===== src/rtl/uproc_pkg.sv =====
// uproc_pkg: shared opcode/register codes, NOP word and program-memory state enum.
package uproc_pkg;
    localparam logic [3:0] OPCODE_NOP = 4'h0;
    localparam logic [3:0] OPCODE_ADD = 4'h1;
    localparam logic [3:0] OPCODE_SUB = 4'h2;
    localparam logic [3:0] OPCODE_LD  = 4'h3;
    localparam logic [3:0] OPCODE_ST  = 4'h4;
    localparam logic [3:0] OPCODE_JMP = 4'h5;
    localparam logic [1:0] R0 = 2'd0;
    localparam logic [1:0] R1 = 2'd1;
    localparam logic [1:0] R2 = 2'd2;
    localparam logic [1:0] R3 = 2'd3;
    localparam logic [5:0] NOP_WORD = {OPCODE_NOP, 2'b00};
    typedef enum logic {PM_LOAD, PM_RUN} pmem_state_t;
endpackage


===== src/rtl/pmem_array.sv =====
// pmem_array: single-write / single-read synchronous RAM with registered read port.
module pmem_array #(
    parameter int W      = 6,
    parameter int DEPTH  = 32,
    parameter int ADDR_W = 5
) (
    input  logic              clk,
    input  logic              we,
    input  logic [ADDR_W-1:0] waddr,
    input  logic [W-1:0]      wdata,
    input  logic              re,
    input  logic [ADDR_W-1:0] raddr,
    output logic [W-1:0]      rdata
);
    logic [W-1:0] mem [DEPTH];

    always_ff @(posedge clk) begin
        if (we) mem[waddr] <= wdata;
        if (re) rdata <= mem[raddr];
    end
endmodule


===== src/rtl/prog_mem_loadable.sv =====
// prog_mem_loadable: sequentially loaded program memory with registered, count-gated fetch port.
// Optional even-parity storage and checking when PMEM_PARITY_EN is defined.
module prog_mem_loadable
    import uproc_pkg::*;
#(
    parameter int INSTR_W = 6,
    parameter int ADDR_W  = 5,
    parameter int DEPTH   = 32
) (
    input  logic               clk,
    input  logic               rst,
    input  logic               ld_start,
    input  logic               ld_valid,
    input  logic [INSTR_W-1:0] ld_data,
    input  logic               ld_last,
    output logic               ld_ready,
    output logic               ld_err,
    output logic [ADDR_W:0]    ld_count,
    output logic               run,
    input  logic               fetch_req,
    input  logic [ADDR_W-1:0]  fetch_addr,
    output logic               fetch_valid,
    output logic [INSTR_W-1:0] fetch_instr,
    output logic               fetch_perr,
    input  logic               ld_par_flip
);
`ifdef PMEM_PARITY_EN
    localparam int MEM_W = INSTR_W + 1;
`else
    localparam int MEM_W = INSTR_W;
`endif
    localparam logic [INSTR_W-1:0] NOP = {OPCODE_NOP, {(INSTR_W-4){1'b0}}};

    pmem_state_t state_q, state_d;
    logic [MEM_W-1:0] wdata, rdata;
    logic full, we, in_range, fetch_go, hit_q;

    assign ld_ready = state_q == PM_LOAD;
    assign run      = state_q == PM_RUN;
    assign full     = ld_count == (ADDR_W+1)'(DEPTH);
    assign we       = ld_ready & ld_valid & ~full;
    assign in_range = {1'b0, fetch_addr} < ld_count;
    assign fetch_go = run & fetch_req;

    always_comb begin
        state_d = state_q;
        state_d = (ld_ready & ld_valid & ld_last) ? PM_RUN :
                  (run & ld_start)                ? PM_LOAD : state_q;
    end

    always_ff @(posedge clk or posedge rst) begin
        if (rst) begin
            state_q     <= PM_LOAD;
            ld_count    <= '0;
            ld_err      <= 1'b0;
            fetch_valid <= 1'b0;
            hit_q       <= 1'b0;
        end else begin
            state_q     <= state_d;
            fetch_valid <= fetch_go;
            if (fetch_go) hit_q <= in_range;
            if (run & ld_start) begin
                ld_count <= '0;
                ld_err   <= 1'b0;
            end else if (ld_ready & ld_valid) begin
                if (full) ld_err <= 1'b1;
                else ld_count <= ld_count + 1'b1;
            end
        end
    end

    // Out-of-range fetches skip the RAM read; hit_q substitutes NOP instead.
    pmem_array #(.W(MEM_W), .DEPTH(DEPTH), .ADDR_W(ADDR_W)) u_array (
        .clk   (clk),
        .we    (we),
        .waddr (ld_count[ADDR_W-1:0]),
        .wdata (wdata),
        .re    (fetch_go & in_range),
        .raddr (fetch_addr),
        .rdata (rdata)
    );

    assign fetch_instr = hit_q ? rdata[INSTR_W-1:0] : NOP;

`ifdef PMEM_PARITY_EN
    assign wdata      = {^ld_data ^ ld_par_flip, ld_data};
    assign fetch_perr = fetch_valid & hit_q & (^rdata);
`else
    logic unused_par;
    assign unused_par = ld_par_flip;
    assign wdata      = ld_data;
    assign fetch_perr = 1'b0;
`endif
endmodule


===== config.mk =====
export PLATFORM = sky130hd
export DESIGN_NAME = prog_mem_loadable
export DESIGN_NICKNAME = d
export VERILOG_FILES = /design/src/rtl/uproc_pkg.sv /design/src/rtl/pmem_array.sv /design/src/rtl/prog_mem_loadable.sv
export SDC_FILE = /design/constraint.sdc
export NUM_CORES = 1
export LEC_CHECK = 0
export CAP_MARGIN = 20
export CORE_MARGIN = 5
export CORE_UTILIZATION = 35
export CTS_CLUSTER_DIAMETER = 120
export DETAILED_ROUTE_END_ITERATION = 7
export GPL_ROUTABILITY_DRIVEN = 0
export HOLD_SLACK_MARGIN = 0.15
export PLACE_DENSITY_LB_ADDON = 0.3
export SETUP_SLACK_MARGIN = 0.4
export SYNTH_ARGS = -nofsm -noshare
export SYNTH_HDL_FRONTEND = slang
export SYNTH_SLANG_ARGS = --single-unit

===== constraint.sdc =====
create_clock -name clk -period 5.1 [get_ports clk]
set_clock_uncertainty 0.1 [all_clocks]
set_input_delay 1.02 -clock clk [delete_from_list [all_inputs] [get_ports clk]]
set_output_delay 1.02 -clock clk [all_outputs]
set_load 0.03 [all_outputs]

* Yosys cells after proc, flatten, opt, wreduce, memory -nomap -nowiden
Memory sizes are Yosys's and may differ from the RTL's. A register that Yosys moved wholly into a read port is not among the register bits.
Cells that the tools add are included.
** Word-level totals
- Register bits after elaboration :: 10
- Latch bits :: 0
- Memory bits (writable) :: 192
- ROM bits :: 0
- Bits of input ports :: 18
- Output and inout bits :: 17
- Logic and storage cells :: 34
- Memories :: 1
** Operators by class
- $add $sub $neg :: 1
- $mul :: 0
- Divide/modulo/power cells :: 0
- Magnitude comparators :: 1
- Eq/ne operators :: 2
- Shift operators :: 0
- Multiplexer cells :: 11
- Bitwise logic cells :: 8
- Reduce and logical (&&, ||, !) cells :: 5
** Memory list
- u_array.mem :: words 32, width 6, rd ports 1, clocked after memory_dff 1, wr ports 1, line pmem_array.sv:15 : logic [W-1:0] mem [DEPTH];
** Operators with widths (number)
- $mux 6 :: 4
- $mux 1 :: 7
- $add 6x1->6 const B :: 1
- $and 1x1->1 :: 6
- $eq 6x6->1 const B :: 1
- $lt 5x6->1 :: 1
- $reduce_bool 2->1 :: 3
- $reduce_and 2->1 :: 2
- $ne 2x1->1 const B :: 1
- $not 1->1 :: 2

* Longest topological paths before layout
Gate-level depths: netlist of the first run.
- Depth after elaboration :: 5
- Gate-level depth with buffers :: 7
- Depth with buffers taken out :: 6

* Hierarchy
From an unflattened synthesis of the first run, not the netlist that was laid out.
** Second synthesis, totals
- Cells, all modules :: 396
- Area, all modules :: 8313.0 um^2
** By module, submodules not included
- pmem_array :: instances 1, cells each 323, area each 7649.8 um^2
- prog_mem_loadable :: instances 1, cells each 73, area each 663.1 um^2

* Least setup slack after synthesis of the first run
No wires, ideal clock.
- Path type :: input -> register
- Start point :: input fetch_addr[2]
- End point :: register u_array.rdata[2] (read register of u_array.mem) (data pin)
- Data arrival time :: 2.301 ns
- Data required time :: 4.735 ns
- Slack :: 2.434 ns
- Stages on the path :: 6
- Path buffers :: 3
- Cell sequence :: buf_2 -> buf_2 -> buf_2 -> mux4_2 -> a221oi_1 -> nand3_1
** Between the ends
- Longest elaborated chain between the ends :: 2
** RTL lines
- start, declared :: line prog_mem_loadable.sv:21 : input logic [ADDR_W-1:0] fetch_addr,
- $lt 5x6->1 :: line prog_mem_loadable.sv:42 : assign in_range = {1'b0, fetch_addr} < ld_count;
- $and 1x1->1 :: line prog_mem_loadable.sv:78 : .re (fetch_go & in_range),
- end, declared :: line pmem_array.sv:13 : output logic [W-1:0] rdata
Several ways; a longest one is shown, not always the timed one.
A chain may end at the register's enable or synchronous reset.

* Worst setup path after layout of the first run
- Start point :: input fetch_addr[0]
- End point :: register u_array.rdata[4] (read register of u_array.mem) (data pin)
Same word-level chain as after synthesis.

==> results of run 1 <==
==> worst max-delay path by stage <==
stage             startpoint                    endpoint  slack [ns]  cells after the start
6_report       fetch_addr[0]  u_array.rdata[4]$_DFFE_PP_        1.99                      5
5_1_grt        fetch_addr[0]  u_array.rdata[4]$_DFFE_PP_        1.82                      5
4_1_cts        fetch_addr[0]  u_array.rdata[4]$_DFFE_PP_        1.95                      5
3_5_place_dp   fetch_addr[0]  u_array.rdata[4]$_DFFE_PP_        1.43                      5
3_3_place_gp   fetch_addr[0]  u_array.rdata[4]$_DFFE_PP_        1.48                      5
2_1_floorplan  fetch_addr[2]  u_array.rdata[2]$_DFFE_PP_        2.43                      6
==> metal layers <==
layer | up-vias | track usage, %
met1 | 2118 | 17.4
met3 | 26 | 2.07
met2 | 99 | 22.2
li1 | 1968 | -
met4 | 0 | 3.02
met5 | - | 0
==> per-stage QoR <==
stage,worst slack [ns],hold slack [ns],cell area (sq um),std cells,utilization [%]
floorplan,2.43,0.409,8350,481,-
global placement,1.48,0.378,8990,816,38.3
detailed placement,1.43,0.405,9000,817,38.4
CTS,1.95,0.422,9680,856,41.2
global route,1.82,0.493,9690,857,41.3
finish,1.99,0.405,9690,857,41.3
==> power by group through the flow <==
stage	registers (mW)	logic (mW)	clock network, mW
2_1_floorplan	2.02	0.222	0
3_3_place_gp	2.00	0.395	0
3_5_place_dp	2.01	0.402	0
4_1_cts	1.97	0.403	1.51
5_1_grt	1.98	0.436	1.58
6_report	1.97	0.396	1.49
==> flip-flops by register name (all words and copies together) (netlist names) <==
register,cells
ld_count,6
ld_err,1
hit_q,1
fetch_valid,1
run,1
u_array.mem,192
u_array.rdata,6
==> cells by family (layout without fill, tap and decap cells) <==
kind of cell    count (synthesis)  after routing  share of synthesized area (%)
buf+inv                        31             88                           1.75
compound gates                 49             49                           4.23
fa+ha+maj                       8              8                           1.20
other cells                     1              1                         0.0449
flops                         208            208                           74.2
mux                            72             72                           12.2
xor+xnor                        3              3                          0.315
simple gates                  109            109                           6.02
==> critical path: stages <==
cell,delay [ns]
buf_2,0.71
mux4_2,0.63
a22o_1,0.22
a221oi_1,0.47
nand3_1,0.15
==> area by class of cell <==
| type | instances | area share [%] |
|---|---|---|
| repair buffers | 39 | 3.92 |
| inverters | 10 | 0.387 |
| flip-flops and latches | 208 | 63.9 |
| multi-input cells | 242 | 20.7 |
| clock buffers | 29 | 6.17 |
| well taps | 319 | 4.12 |
| clock inverters | 10 | 0.787 |
==> synth_stat cells (all sizes together), types with 4 or more instances <==
| cell | count | share of area, % |
|---|---|---|
| buf | 17 | 1.1 |
| edfxtp | 198 | 71 |
| a22oi | 12 | 1.1 |
| a21oi | 15 | 0.90 |
| a22o | 6 | 0.63 |
| mux4 | 24 | 6.5 |
| and2 | 8 | 0.60 |
| nand3 | 27 | 1.6 |
| dfrtp | 10 | 3.0 |
| a221oi | 7 | 0.73 |
| mux2i | 48 | 5.8 |
| inv | 8 | 0.36 |
| nand2 | 22 | 0.99 |
| nor2 | 39 | 1.8 |
| ha | 8 | 1.2 |
| clkbuf | 4 | 0.19 |
==> qor.yml, run 1 <==
status: "finished, final reports clean"
cts.sinks: 208
power_frac_comb_pct: 10.3
drive_gt1_share_pct: 12.1
hold_viol_final: 0
io_pins: 35
cts_resized: 0
cts_tree: "built"
syn_avg_cell_area_sq_um: 17.4
vdd_drop_max_mv: 0.275
h-tree-depth: 1
syn2layout_area_growth_pct: 16.1
wl_per_cell_microns: 20.0
multi_input_area_sq_um: 2010
start_util_pct: 35.6
worst_ep_required_time_ns: 5.21
core.rowCount: 56
via_count: 4211
clkTransAtPathRegs_ns: 0.06
cts_buffers: 22
routed-wl-met3_microns: 983
worstHoldEndpoint: "ld_err$_DFFE_PP0P_"
fin_crit_ns: 3.11
syn_nets: 507
rsz0062_at_grt: "no"
tightestPinTransition_ns: 0.952
diodes: 0
fin_tns_setup_ns: 0
postRouteAntennaNets: 0
wl_met1_microns: 7290
hpwl_microns: 11300
gr-usage-all-layers_pct: 12.9
final_cell_mix: "edfxtp_1, mux2i_1, nor2_1, clkdlybuf4s50_1, nand3_1"
relSlewSlack_pct: 36.5
drv_slew: 0
p_total_mw: 3.85
grt-ovfl-total: 0
numPortBuffers: 32
wl_met2_microns: 8530
syn_area_sq_um: 8350
dieHeight_microns: 164
cp-end-kind: "register"
grt_first_pass_wirelength_microns: 26300
antenna_found_initial: 0
worst_r2r_endpoint: "u_array.mem[23][4]$_DFFE_PP_"
path_class: "in2reg"
async_flop_share_pct: 4.81
cts_root_buffer: "clkbuf_16"
worstSetupStartpointType: "input pin"
layout_commonest_cell: "edfxtp_1"
p_sw_share_pct: 23.5
vias_per_cell: 4.91
regArea_sq_um: 6200
period_share_pct: 60.9
yosys_warnings: 0
intPower_mw: 2.95
fmax_mhz: 322
insertion_delay_ns: 0.49
setup-violations-final: 0
synth_cell_types: 38
power_leakage_nw: 3.22
ys.flop_type: "edfxtp_1"
drt_iter0_drc: 340
rr_worst_depth: 5
hold_depth: 2
drt_wl_total_microns: 17100
nets: 549
first_pass_iters: 4
crit_fanout: 29
p_sw_mw: 0.906
ys_seq_area_share_pct: 74.2
hold_start: "ld_err$_DFFE_PP0P_"
dieArea_sq_um: 27000
pwr-share-seq_pct: 51.1
postCtsSetupBuffers: 0
powerDensity_nw_per_um2: 398
ys_ff_latch: 208
rrSetupSlack_ns: 2.50
rr_startpoint: "ld_count[0]$_DFFE_PP0P_"
pwr-share-clk_pct: 38.6
fill_cells: 2100
grt_max_degree: 39
clockBufferDepth: 3
route.detailed.drc: 0
core_sq_um: 23500
synth_cells: 481
grt_pass1_vias: 4431
synth_edf_count: 198
arrival_ns: 3.22
die_x_microns: 164
drv_cap: 0
hold_path.class: "reg2reg"
cts_hold_buf: 0
dr.max_layer_used: "met4"
No activity file was read; power rests on OpenSTA's default activity.
==> run 2, diff against run 1 <==
Clock period 5.1 ns to 3.2 ns, I/O delays scaled along.
==> run 2 against run 1 <==
Against the previous run: global-route usage up 0.47 points; sequential share of layout area down 1.4 points; core utilization up 0.93 points; register-to-register slack worse by 1.7 ns; combinational power up 64%; worst setup slack worse by 1.4 ns.
==> qor.yml, run 2 (synthesized netlist as in run 1, its figures left out) <==
status: "finished, final reports clean"
tightestPinTransition_ns: 0.783
cp_slowest_cell: "clkdlybuf4s50_1"
route.detailed.drc: 0
postRouteAntennaNets: 0
path_class: "reg2out"
drv_cap: 0
grt_max_degree: 33
cts_buffers: 22
via_count: 4375
vdd_drop_max_mv: 0.422
drt_iter0_drc: 261
insertion_delay_ns: 0.50
setup-violations-final: 0
drt_wl_total_microns: 17500
crit_fanout: 7
nets: 576
power_leakage_nw: 3.38
core_sq_um: 23500
vias_per_cell: 4.94
dieHeight_microns: 164
wl_per_cell_microns: 19.7
grt-ovfl-total: 0
path_cells: "and2_1 > clkdlybuf4s50_1"
die_x_microns: 164
cts_hold_buf: 0
relSlewSlack_pct: 47.7
dp_slack_ns: 0.173
dieArea_sq_um: 27000
hpwl_microns: 11400
cp-end-kind: "primary output"
fin_crit_ns: 2.61
cts_tree: "built"
postCtsSetupBuffers: 0
antenna_found_initial: 0
clkTransAtPathRegs_ns: 0.06
gr-usage-all-layers_pct: 13.4
powerDensity_nw_per_um2: 629
grt_first_pass_wirelength_microns: 27100
drv_slew: 0
diodes: 0
core.rowCount: 56
cts_root_buffer: "clkbuf_16"
setup_ws_ns: 0.589
hold_path.class: "in2async"
fin_tns_setup_ns: 0
numPortBuffers: 32
fill_cells: 2066
worst_ep_required_time_ns: 2.46
period_share_pct: 81.6
drive_gt1_share_pct: 16.1
arrival_ns: 1.87
syn2layout_area_growth_pct: 18.7
cts_resized: 0
regMostFlops: "u_array.mem"
fmax_mhz: 383
first_pass_iters: 5
reg_top3: "u_array.mem: 192 flops, ld_count: 6 flops, u_array.rdata: 6 flops"
largest_reg_flops: 192
h-tree-depth: 1
clockBufferDepth: 3
io_pins: 35
final_cell_mix: "edfxtp_1, mux2i_1, nor2_1, buf_4, clkdlybuf4s50_1"
start_util_pct: 35.6
layout_commonest_cell: "edfxtp_1"
cts.sinks: 208
rsz0062_at_grt: "no"
worstSetupStartpointType: "register"
hold_viol_final: 0
grt_pass1_vias: 4600
slowest_delay_ns: 0.68
run 2: cell count changes in the layout (fill, tap and decap cells not counted):
cell | previous run | this run
bufinv_16 | 1 | 2
clkbuf_8 | 0 | 1
clkinv_2 | 3 | 2
buf_4 | 6 | 35
clkbuf_1 | 6 | 8
inv_6 | 1 | 0
buf_8 | 2 | 0
clkinvlp_4 | 1 | 0
run 2: final timing paths:
path	startpoint	end	slack, ns	depth (start not counted)
worst max-delay path	hit_q$_DFFE_PP0P_	fetch_instr[1]	0.59	2
worst min-delay path	rst	ld_count[1]$_DFFE_PP0P_	0.33	2
worst max register to register	ld_count[0]$_DFFE_PP0P_	u_array.mem[28][4]$_DFFE_PP_	0.85	5
worst min register to register	ld_err$_DFFE_PP0P_	ld_err$_DFFE_PP0P_	0.40	2
max in group asynchronous	rst	hit_q$_DFFE_PP0P_	2.38	2
min in group clk	ld_err$_DFFE_PP0P_	ld_err$_DFFE_PP0P_	0.40	2
run 2: power by group:
group / switching, mW / total [mW] / internal (mW)
clock: 0.947 / 2.45 / 1.50
sequential: 0.0616 / 3.14 / 3.08
combinational: 0.406 / 0.648 / 0.243
total: 1.41 / 6.23 / 4.82
run 2: critical path, delay by kind of cell, from the launching register on:
kind                   cells  cell delay, ns
buffers and inverters      1            0.68
DFF                        1            0.49
and+or+nand+nor            1            0.21
run 2: cell type report:
type | instances | area (sq um) | area share, %
timing repair buffer | 66 | 568 | 5.73
multi-input combinational | 242 | 2010 | 20.2
sequential | 208 | 6200 | 62.5
inverter | 10 | 37.5 | 0.379
tap | 319 | 399 | 4.03
clock inverter | 8 | 85.1 | 0.858
clock buffer | 32 | 619 | 6.25
run 2: layer usage:
layer,GRT usage (%),share of wire [%],vias to the layer above
met5,0,0,-
met2,22.9,50,112
met1,17.6,41,2207
met4,4.20,2.7,0
li1,-,-,2023
met3,2.10,5.9,33
run 2: stage by stage:
stage	instances	hold slack, ns	utilization (%)	total power, mW	area (sq um)
global route	885	0.374	42.2	6.48	9910
detailed placement	845	0.401	39.2	3.85	9210
global placement	845	0.373	39.2	3.84	9210
finish	885	0.328	42.2	6.23	9910
floorplan	481	0.380	-	3.57	8350
CTS	885	0.329	42.2	6.31	9910
